$ cat src/rtl/vga_timing_if.sv
// Raster timing bundle from the pixel-clock timing generator to its consumers
// (framebuffer read side and colour output stage).
// Handshake: none. The bundle is free-running with no valid/ready pair; every
// signal is a registered, mutually aligned sample of the same raster position
// and is meaningful on every pixel-clock cycle, so consumers never stall it.
interface vga_timing_if #(
   parameter int X_W = 11,
   parameter int Y_W = 10
) ();

   logic           hsync;
   logic           vsync;
   logic           de;
   logic [X_W-1:0] x;
   logic [Y_W-1:0] y;
   logic           line_start;
   logic           frame_start;
   logic           win;
   logic [7:0]     gb_x;
   logic [7:0]     gb_y;

   // Timing generator side drives the bundle.
   modport master (
      output hsync, vsync, de, x, y, line_start, frame_start, win, gb_x, gb_y
   );

   // Consumers only observe it.
   modport slave (
      input hsync, vsync, de, x, y, line_start, frame_start, win, gb_x, gb_y
   );

endinterface

$ cat src/rtl/vga_timing_gen.sv
// Parametrised raster timing generator for the GB-to-VGA path.
// Free-running h/v counters produce sync, data-enable, coordinates and
// line/frame strobes; a pair of scale sub-counters maps the raster onto an
// integer-scaled 160x144 Game Boy window without any divider. All outputs are
// registered and describe the counter position of the previous cycle.
module vga_timing_gen #(
   parameter int H_ACTIVE = 800,
   parameter int H_FP     = 40,
   parameter int H_SYNC   = 128,
   parameter int H_BP     = 88,
   parameter int V_ACTIVE = 600,
   parameter int V_FP     = 1,
   parameter int V_SYNC   = 4,
   parameter int V_BP     = 23,
   parameter bit H_POL    = 1'b1,
   parameter bit V_POL    = 1'b1,
   parameter int X_W      = 11,
   parameter int Y_W      = 10,
   parameter int GB_W     = 160,
   parameter int GB_H     = 144,
   parameter int SCALE    = 4,
   parameter int WIN_X0   = 80,
   parameter int WIN_Y0   = 12
) (
   input  logic         clk,
   input  logic         rst_n,
   vga_timing_if.master vid
);

   localparam int H_TOTAL = H_ACTIVE + H_FP + H_SYNC + H_BP;
   localparam int V_TOTAL = V_ACTIVE + V_FP + V_SYNC + V_BP;

   // Sub-counter width; a 1-bit counter is kept even for SCALE==1 so the
   // datapath shape does not change with the parameter.
   localparam int SC_W = (SCALE > 1) ? $clog2(SCALE) : 1;

   // Comparisons run one bit wider than the counters so that a boundary equal
   // to 2**X_W (e.g. sync ending exactly at H_TOTAL) cannot alias to zero.
   localparam int XE = X_W + 1;
   localparam int YE = Y_W + 1;

   localparam logic [XE-1:0] H_LAST = XE'(H_TOTAL - 1);
   localparam logic [XE-1:0] H_ACT  = XE'(H_ACTIVE);
   localparam logic [XE-1:0] HS_ON  = XE'(H_ACTIVE + H_FP);
   localparam logic [XE-1:0] HS_OFF = XE'(H_ACTIVE + H_FP + H_SYNC);
   localparam logic [XE-1:0] WX_LO  = XE'(WIN_X0);
   localparam logic [XE-1:0] WX_HI  = XE'(WIN_X0 + GB_W * SCALE);

   localparam logic [YE-1:0] V_LAST = YE'(V_TOTAL - 1);
   localparam logic [YE-1:0] V_ACT  = YE'(V_ACTIVE);
   localparam logic [YE-1:0] VS_ON  = YE'(V_ACTIVE + V_FP);
   localparam logic [YE-1:0] VS_OFF = YE'(V_ACTIVE + V_FP + V_SYNC);
   localparam logic [YE-1:0] WY_LO  = YE'(WIN_Y0);
   localparam logic [YE-1:0] WY_HI  = YE'(WIN_Y0 + GB_H * SCALE);

   localparam logic [SC_W-1:0] SC_LAST = SC_W'(SCALE - 1);

   // ------------------------------------------------------------------
   // Elaboration-time parameter sanity
   // ------------------------------------------------------------------
   if (SCALE < 1) begin : g_bad_scale
      $fatal(1, "vga_timing_gen: SCALE must be >= 1");
   end
   if (WIN_X0 < 0 || WIN_Y0 < 0) begin : g_bad_origin
      $fatal(1, "vga_timing_gen: window origin must be non-negative");
   end
   if (WIN_X0 + GB_W * SCALE > H_ACTIVE) begin : g_bad_win_w
      $fatal(1, "vga_timing_gen: scaled window exceeds active width");
   end
   if (WIN_Y0 + GB_H * SCALE > V_ACTIVE) begin : g_bad_win_h
      $fatal(1, "vga_timing_gen: scaled window exceeds active height");
   end
   if (H_TOTAL > (1 << X_W)) begin : g_bad_xw
      $fatal(1, "vga_timing_gen: H_TOTAL does not fit in X_W bits");
   end
   if (V_TOTAL > (1 << Y_W)) begin : g_bad_yw
      $fatal(1, "vga_timing_gen: V_TOTAL does not fit in Y_W bits");
   end
   if (GB_W < 1 || GB_W > 256 || GB_H < 1 || GB_H > 256) begin : g_bad_gb
      $fatal(1, "vga_timing_gen: GB_W/GB_H must be within 1..256");
   end

   // ------------------------------------------------------------------
   // Raster position state
   // ------------------------------------------------------------------
   logic [X_W-1:0]  h_cnt;
   logic [Y_W-1:0]  v_cnt;

   // Scale sub-counters and source coordinates for the current position.
   // Once the raster leaves the window they may hold a stale or one-past-end
   // value; the registered outputs are forced to zero there.
   logic [SC_W-1:0] h_sub;
   logic [7:0]      gx;
   logic [SC_W-1:0] v_sub;
   logic [7:0]      gy;

   logic [X_W-1:0]  h_nxt;
   logic [Y_W-1:0]  v_nxt;
   logic [SC_W-1:0] h_sub_nxt;
   logic [7:0]      gx_nxt;
   logic [SC_W-1:0] v_sub_nxt;
   logic [7:0]      gy_nxt;

   logic [XE-1:0]   h_ext;
   logic [YE-1:0]   v_ext;
   logic [XE-1:0]   h_nxt_ext;
   logic [YE-1:0]   v_nxt_ext;
   logic            h_wrap;
   logic            v_wrap;
   logic            in_wx;
   logic            in_wy;
   logic            hs_act;
   logic            vs_act;
   logic            de_cur;

   assign h_ext     = {1'b0, h_cnt};
   assign v_ext     = {1'b0, v_cnt};
   assign h_wrap    = (h_ext == H_LAST);
   assign v_wrap    = (v_ext == V_LAST);
   assign h_nxt_ext = {1'b0, h_nxt};
   assign v_nxt_ext = {1'b0, v_nxt};

   assign in_wx  = (h_ext >= WX_LO) && (h_ext < WX_HI);
   assign in_wy  = (v_ext >= WY_LO) && (v_ext < WY_HI);
   assign hs_act = (h_ext >= HS_ON) && (h_ext < HS_OFF);
   assign vs_act = (v_ext >= VS_ON) && (v_ext < VS_OFF);
   assign de_cur = (h_ext < H_ACT) && (v_ext < V_ACT);

   // Next raster position: h wraps at H_TOTAL-1, v steps on that wrap.
   always_comb begin
      h_nxt = h_cnt + X_W'(1);
      v_nxt = v_cnt;
      if (h_wrap) begin
         h_nxt = '0;
         if (v_wrap) begin
            v_nxt = '0;
         end else begin
            v_nxt = v_cnt + Y_W'(1);
         end
      end
   end

   // Horizontal scale: restart at the window's left edge, otherwise step the
   // sub-counter on every in-window pixel and bump gx when it wraps.
   always_comb begin
      h_sub_nxt = h_sub;
      gx_nxt    = gx;
      if (h_nxt_ext == WX_LO) begin
         h_sub_nxt = '0;
         gx_nxt    = '0;
      end else if (in_wx) begin
         if (h_sub == SC_LAST) begin
            h_sub_nxt = '0;
            gx_nxt    = gx + 8'd1;
         end else begin
            h_sub_nxt = h_sub + SC_W'(1);
         end
      end
   end

   // Vertical scale: only evaluated at the end of a line; restart when the
   // next line is the first window row, otherwise step while in window rows.
   always_comb begin
      v_sub_nxt = v_sub;
      gy_nxt    = gy;
      if (h_wrap) begin
         if (v_nxt_ext == WY_LO) begin
            v_sub_nxt = '0;
            gy_nxt    = '0;
         end else if (in_wy) begin
            if (v_sub == SC_LAST) begin
               v_sub_nxt = '0;
               gy_nxt    = gy + 8'd1;
            end else begin
               v_sub_nxt = v_sub + SC_W'(1);
            end
         end
      end
   end

   // Counter and sub-counter state registers.
   always_ff @(posedge clk) begin
      if (!rst_n) begin
         h_cnt <= '0;
         v_cnt <= '0;
         h_sub <= '0;
         gx    <= '0;
         v_sub <= '0;
         gy    <= '0;
      end else begin
         h_cnt <= h_nxt;
         v_cnt <= v_nxt;
         h_sub <= h_sub_nxt;
         gx    <= gx_nxt;
         v_sub <= v_sub_nxt;
         gy    <= gy_nxt;
      end
   end

   // Output registers: a one-cycle-late, fully aligned view of the position.
   always_ff @(posedge clk) begin
      if (!rst_n) begin
         vid.hsync       <= ~H_POL;
         vid.vsync       <= ~V_POL;
         vid.de          <= 1'b0;
         vid.x           <= '0;
         vid.y           <= '0;
         vid.line_start  <= 1'b0;
         vid.frame_start <= 1'b0;
         vid.win         <= 1'b0;
         vid.gb_x        <= '0;
         vid.gb_y        <= '0;
      end else begin
         vid.hsync       <= hs_act ? H_POL : ~H_POL;
         vid.vsync       <= vs_act ? V_POL : ~V_POL;
         vid.de          <= de_cur;
         vid.x           <= h_cnt;
         vid.y           <= v_cnt;
         vid.line_start  <= (h_cnt == '0);
         vid.frame_start <= (h_cnt == '0) && (v_cnt == '0);
         vid.win         <= in_wx && in_wy;
         vid.gb_x        <= (in_wx && in_wy) ? gx : 8'd0;
         vid.gb_y        <= (in_wx && in_wy) ? gy : 8'd0;
      end
   end

endmodule

$ cat src/flat_wrapper.sv
// flat-port wrapper written by rule: the top's interface ports become plain ports
module vga_timing_gen_flat 
#(
   parameter int H_ACTIVE = 800,
   parameter int H_FP     = 40,
   parameter int H_SYNC   = 128,
   parameter int H_BP     = 88,
   parameter int V_ACTIVE = 600,
   parameter int V_FP     = 1,
   parameter int V_SYNC   = 4,
   parameter int V_BP     = 23,
   parameter bit H_POL    = 1'b1,
   parameter bit V_POL    = 1'b1,
   parameter int X_W      = 11,
   parameter int Y_W      = 10,
   parameter int GB_W     = 160,
   parameter int GB_H     = 144,
   parameter int SCALE    = 4,
   parameter int WIN_X0   = 80,
   parameter int WIN_Y0   = 12
)
  (clk, rst_n, vid_hsync, vid_vsync, vid_de, vid_x, vid_y, vid_line_start, vid_frame_start, vid_win, vid_gb_x, vid_gb_y);
  vga_timing_if #(.X_W(X_W), .Y_W(Y_W)) vid_i ();
  input  logic clk;
  input  logic rst_n;
  output wire logic [$bits(vid_i.hsync)-1:0] vid_hsync;
  output wire logic [$bits(vid_i.vsync)-1:0] vid_vsync;
  output wire logic [$bits(vid_i.de)-1:0] vid_de;
  output wire logic [$bits(vid_i.x)-1:0] vid_x;
  output wire logic [$bits(vid_i.y)-1:0] vid_y;
  output wire logic [$bits(vid_i.line_start)-1:0] vid_line_start;
  output wire logic [$bits(vid_i.frame_start)-1:0] vid_frame_start;
  output wire logic [$bits(vid_i.win)-1:0] vid_win;
  output wire logic [$bits(vid_i.gb_x)-1:0] vid_gb_x;
  output wire logic [$bits(vid_i.gb_y)-1:0] vid_gb_y;
  assign vid_hsync = vid_i.hsync;
  assign vid_vsync = vid_i.vsync;
  assign vid_de = vid_i.de;
  assign vid_x = vid_i.x;
  assign vid_y = vid_i.y;
  assign vid_line_start = vid_i.line_start;
  assign vid_frame_start = vid_i.frame_start;
  assign vid_win = vid_i.win;
  assign vid_gb_x = vid_i.gb_x;
  assign vid_gb_y = vid_i.gb_y;
  vga_timing_gen #(.H_ACTIVE(H_ACTIVE), .H_FP(H_FP), .H_SYNC(H_SYNC), .H_BP(H_BP), .V_ACTIVE(V_ACTIVE), .V_FP(V_FP), .V_SYNC(V_SYNC), .V_BP(V_BP), .H_POL(H_POL), .V_POL(V_POL), .X_W(X_W), .Y_W(Y_W), .GB_W(GB_W), .GB_H(GB_H), .SCALE(SCALE), .WIN_X0(WIN_X0), .WIN_Y0(WIN_Y0)) u_core (.clk(clk), .rst_n(rst_n), .vid(vid_i));
endmodule
$ cat config.mk
export PLATFORM = sky130hd
export DESIGN_NAME = vga_timing_gen_flat
export DESIGN_NICKNAME = d
export VERILOG_FILES = /design/src/rtl/vga_timing_if.sv /design/src/rtl/vga_timing_gen.sv /design/src/flat_wrapper.sv
export SDC_FILE = /design/constraint.sdc
export NUM_CORES = 1
export LEC_CHECK = 0
export ABC_AREA = 1
export CAP_MARGIN = 10
export CELL_PAD_IN_SITES_DETAIL_PLACEMENT = 1
export CELL_PAD_IN_SITES_GLOBAL_PLACEMENT = 2
export CORE_ASPECT_RATIO = 0.75
export CORE_MARGIN = 8
export CORE_UTILIZATION = 30
export DETAILED_ROUTE_END_ITERATION = 8
export GPL_TIMING_DRIVEN = 0
export PLACE_DENSITY_LB_ADDON = 0.1
export SLEW_MARGIN = 5
export SYNTH_ARGS = -nofsm -noshare
export SYNTH_HDL_FRONTEND = slang
export SYNTH_SLANG_ARGS = --single-unit
$ cat constraint.sdc
create_clock -name clk -period 3.35 [get_ports clk]
set_clock_uncertainty 0.15 [all_clocks]
set_input_delay 0.335 -clock clk [delete_from_list [all_inputs] [get_ports clk]]
set_output_delay 0.335 -clock clk [all_outputs]
set_load 0.1 [all_outputs]
==> flow_metrics.py <==
metrics = {
    "logic_synthesis": {
        "synth_ff_type": "dfxtp_1",
        "synth.cell_area_um2": 3790,
        "synth_cells": 534,
        "yosysTopAreaCell": "dfxtp_1",
        "synthDistinctLibCells": 33,
        "synth.yosys.seq_area_share_pct": 44.4,
        "yosys.cell_count.top_type": "nand2_1",
        "synth_edf_count": 0,
        "syn_area_per_cell_um2": 7.10,
        "syn-num-nets": 548,
        "netlist.area_leader.share_pct": 44.4,
        "ys_async_sr_fraction_pct": 0,
        "yosysWarnings": 0,
        "synthTopCellsByArea": "dfxtp_1, nand2_1, nor2_1, inv_1, nand3_1",
        "synth_common_cells": "nand2_1, nor2_1, inv_1",
        "synth-seq-cells": 84,
    },
    "clocking": {
        "hold_buffers": 0,
        "htree_num_levels": 3,
        "insertion_delay_ps": 340,
        "cts_root_buf": "clkbuf_16",
        "clock-sinks": 84,
        "cts_buffers": 9,
        "post_cts_buffers": 0,
        "clkTransAtPathRegs_ps": 70,
        "cts_tree": "built",
        "ctsResizeCount": 0,
        "cts_max_path_buffers": 2,
    },
    "worst_setup_path": {
        "cp.required_ps": 3410,
        "timing.rr.start": "u_core.h_cnt[0]",
        "path_class": "register to register",
        "critPathMaxFanout": 10,
        "crit_arrival_ps": 3000,
        "end_kind": "register",
        "startpoint_type": "register",
        "timing.critical_path.from": "u_core.h_cnt[0]",
    },
    "sta": {
        "worst_slack_ps": 406,
        "worst_slew_pin_slew_ps": 988,
        "rsz0062_at_grt": "false",
        "slew_viol_final": 0,
        "finalSetupViolCount": 0,
        "slew_headroom_pct": 33.9,
        "holdWs_ps": 295,
        "max_freq_ghz": 0.340,
        "min_period_ps": 2940,
        "hold_violations": 0,
        "finalSetupTns_ps": 0,
        "timing.final.crit_share_pct": 87.9,
    },
    "pwr": {
        "power_density_nw_per_um2": 464,
        "ir_drop_uv": 225,
        "finalPower_mw": 2.21,
        "power.leakage_nw": 2.21,
    },
    "route": {
        "routedWlPerCell_um": 14.1,
        "routed_wl_um": 10700,
        "ant_nets": 0,
        "dr.pass1.iters": 4,
        "first_iter_violations": 198,
        "vias_per_cell": 4.46,
        "vias": 3387,
        "route.detailed.drc": 0,
    },
    "flow_run": {
        "cap_violations": 0,
    },
    "global_route": {
        "grt_pass1_vias": 3525,
        "grt_antenna_before_repair": 0,
        "grt_pass1_wl_um": 17900,
        "gr-usage-all-layers_pct": 13.4,
        "grt_max_degree": 15,
        "grt_overflow": 0,
    },
    "layout": {
        "stdcell_count": 759,
        "finish.utilization_pct": 38.7,
        "antenna_cells": 0,
        "fin_area_um2": 4770,
        "nets": 602,
        "area_growth_pct": 25.7,
        "layout-drive-gt1-share_pct": 7.59,
    },
    "place": {
        "pre_cts_slack_ps": 458,
        "globalplace.congestion": 0.808,
        "dp_hpwl_um": 8000,
        "numPortBuffers": 43,
        "dpl-instance-area_um2": 4430,
        "dp.cells": 743,
    },
    "floorplan": {
        "dieArea_um2": 16500,
        "chipWidth_um": 146,
        "dieHeight_um": 113,
        "core_area_um2": 12300,
        "ios": 45,
        "row_count": 35,
        "initial_utilization_pct": 30.8,
    },
    "run_status": {
        "outcome": "finished, final reports clean",
    },
    "min_path": {
        "min-delay-start": "u_core.gx[7]",
        "hp-class": "register to register",
    },
}
==> cells in the final DEF, fill, tap and decap left out, drive strengths merged, types with 2 or more instances in the layout <==
master         count
ha                12
inv               92
a21oi              8
dfxtp             84
o21ai              8
nand4              9
nor2             110
nand2            125
clkinvlp           2
clkdlybuf4s50     43
nor3b              2
buf                9
xor2              11
nand3             38
nor3               9
nand3b             2
clkbuf            17
bufinv             2
==> sequential cells by signal, indices dropped and copies added (netlist names), 8 cells and up <==
signal / flops
u_core.h_cnt: 11
u_core.vid.x: 11
u_core.v_cnt: 10
u_core.vid.y: 10
u_core.gx: 8
u_core.gy: 8
u_core.vid.gb_x: 8
u_core.vid.gb_y: 8
==> cell type report <==
type                       instances  area (um^2)
buffer                            15         93.8
clock buffer                      11          253
clock inverter                     5         83.8
fill                            1537         7540
inverter                          92          345
multi-input combinational        343         1670
sequential                        84         1680
tap                              166          208
timing repair buffer              43          430
==> worst max-delay path, cell delays in order, from the launching register on <==
cell	delay (ps)
dfxtp_1	460
ha_1	270
nand3_1	160
nor2_2	250
nand2_1	120
nor2_1	170
nand3_1	140
nor2_1	150
a21oi_1	80
o21ai_0	180
nand4_1	180
a21oi_2	450
nor2_1	80
==> kinds of logic after synthesis <==
group / share of synthesized area (%)
AOI/OAI and AO/OA: 3.07
xor gates and xnor gates: 2.77
and+or+nand+nor: 34.0
adders and majority gates: 3.96
DFF: 44.4
muxes: 0.297
buffers and inverters: 11.6
==> worst paths after layout <==
kind / slack (ps) / depth (start not counted) / endpoint
setup / recovery: 410 / 12 / u_core.gx[1]
hold / removal: 300 / 2 / u_core.vid.gb_x[7]
setup reg to reg: 410 / 12 / u_core.gx[1]
hold reg to reg: 300 / 2 / u_core.vid.gb_x[7]
==> report_power, final <==
group	internal [mW]	switching, mW	leakage, nW
clock	0.696	0.418	0.158
combinational	0.0188	0.0674	1.37
sequential	1.01	0.00552	0.678
==> per-layer routing <==
layer	GRT usage (%)	share of wire, %	wire length [um]	vias up
li1	-	-	-	1726
met1	17.4	51	5420	1620
met2	21.5	45	4840	36
met3	3.67	3.6	382	5
met4	3.25	0.61	65	0
met5	0	0	0	-
No activity file was read; power rests on OpenSTA's default activity.
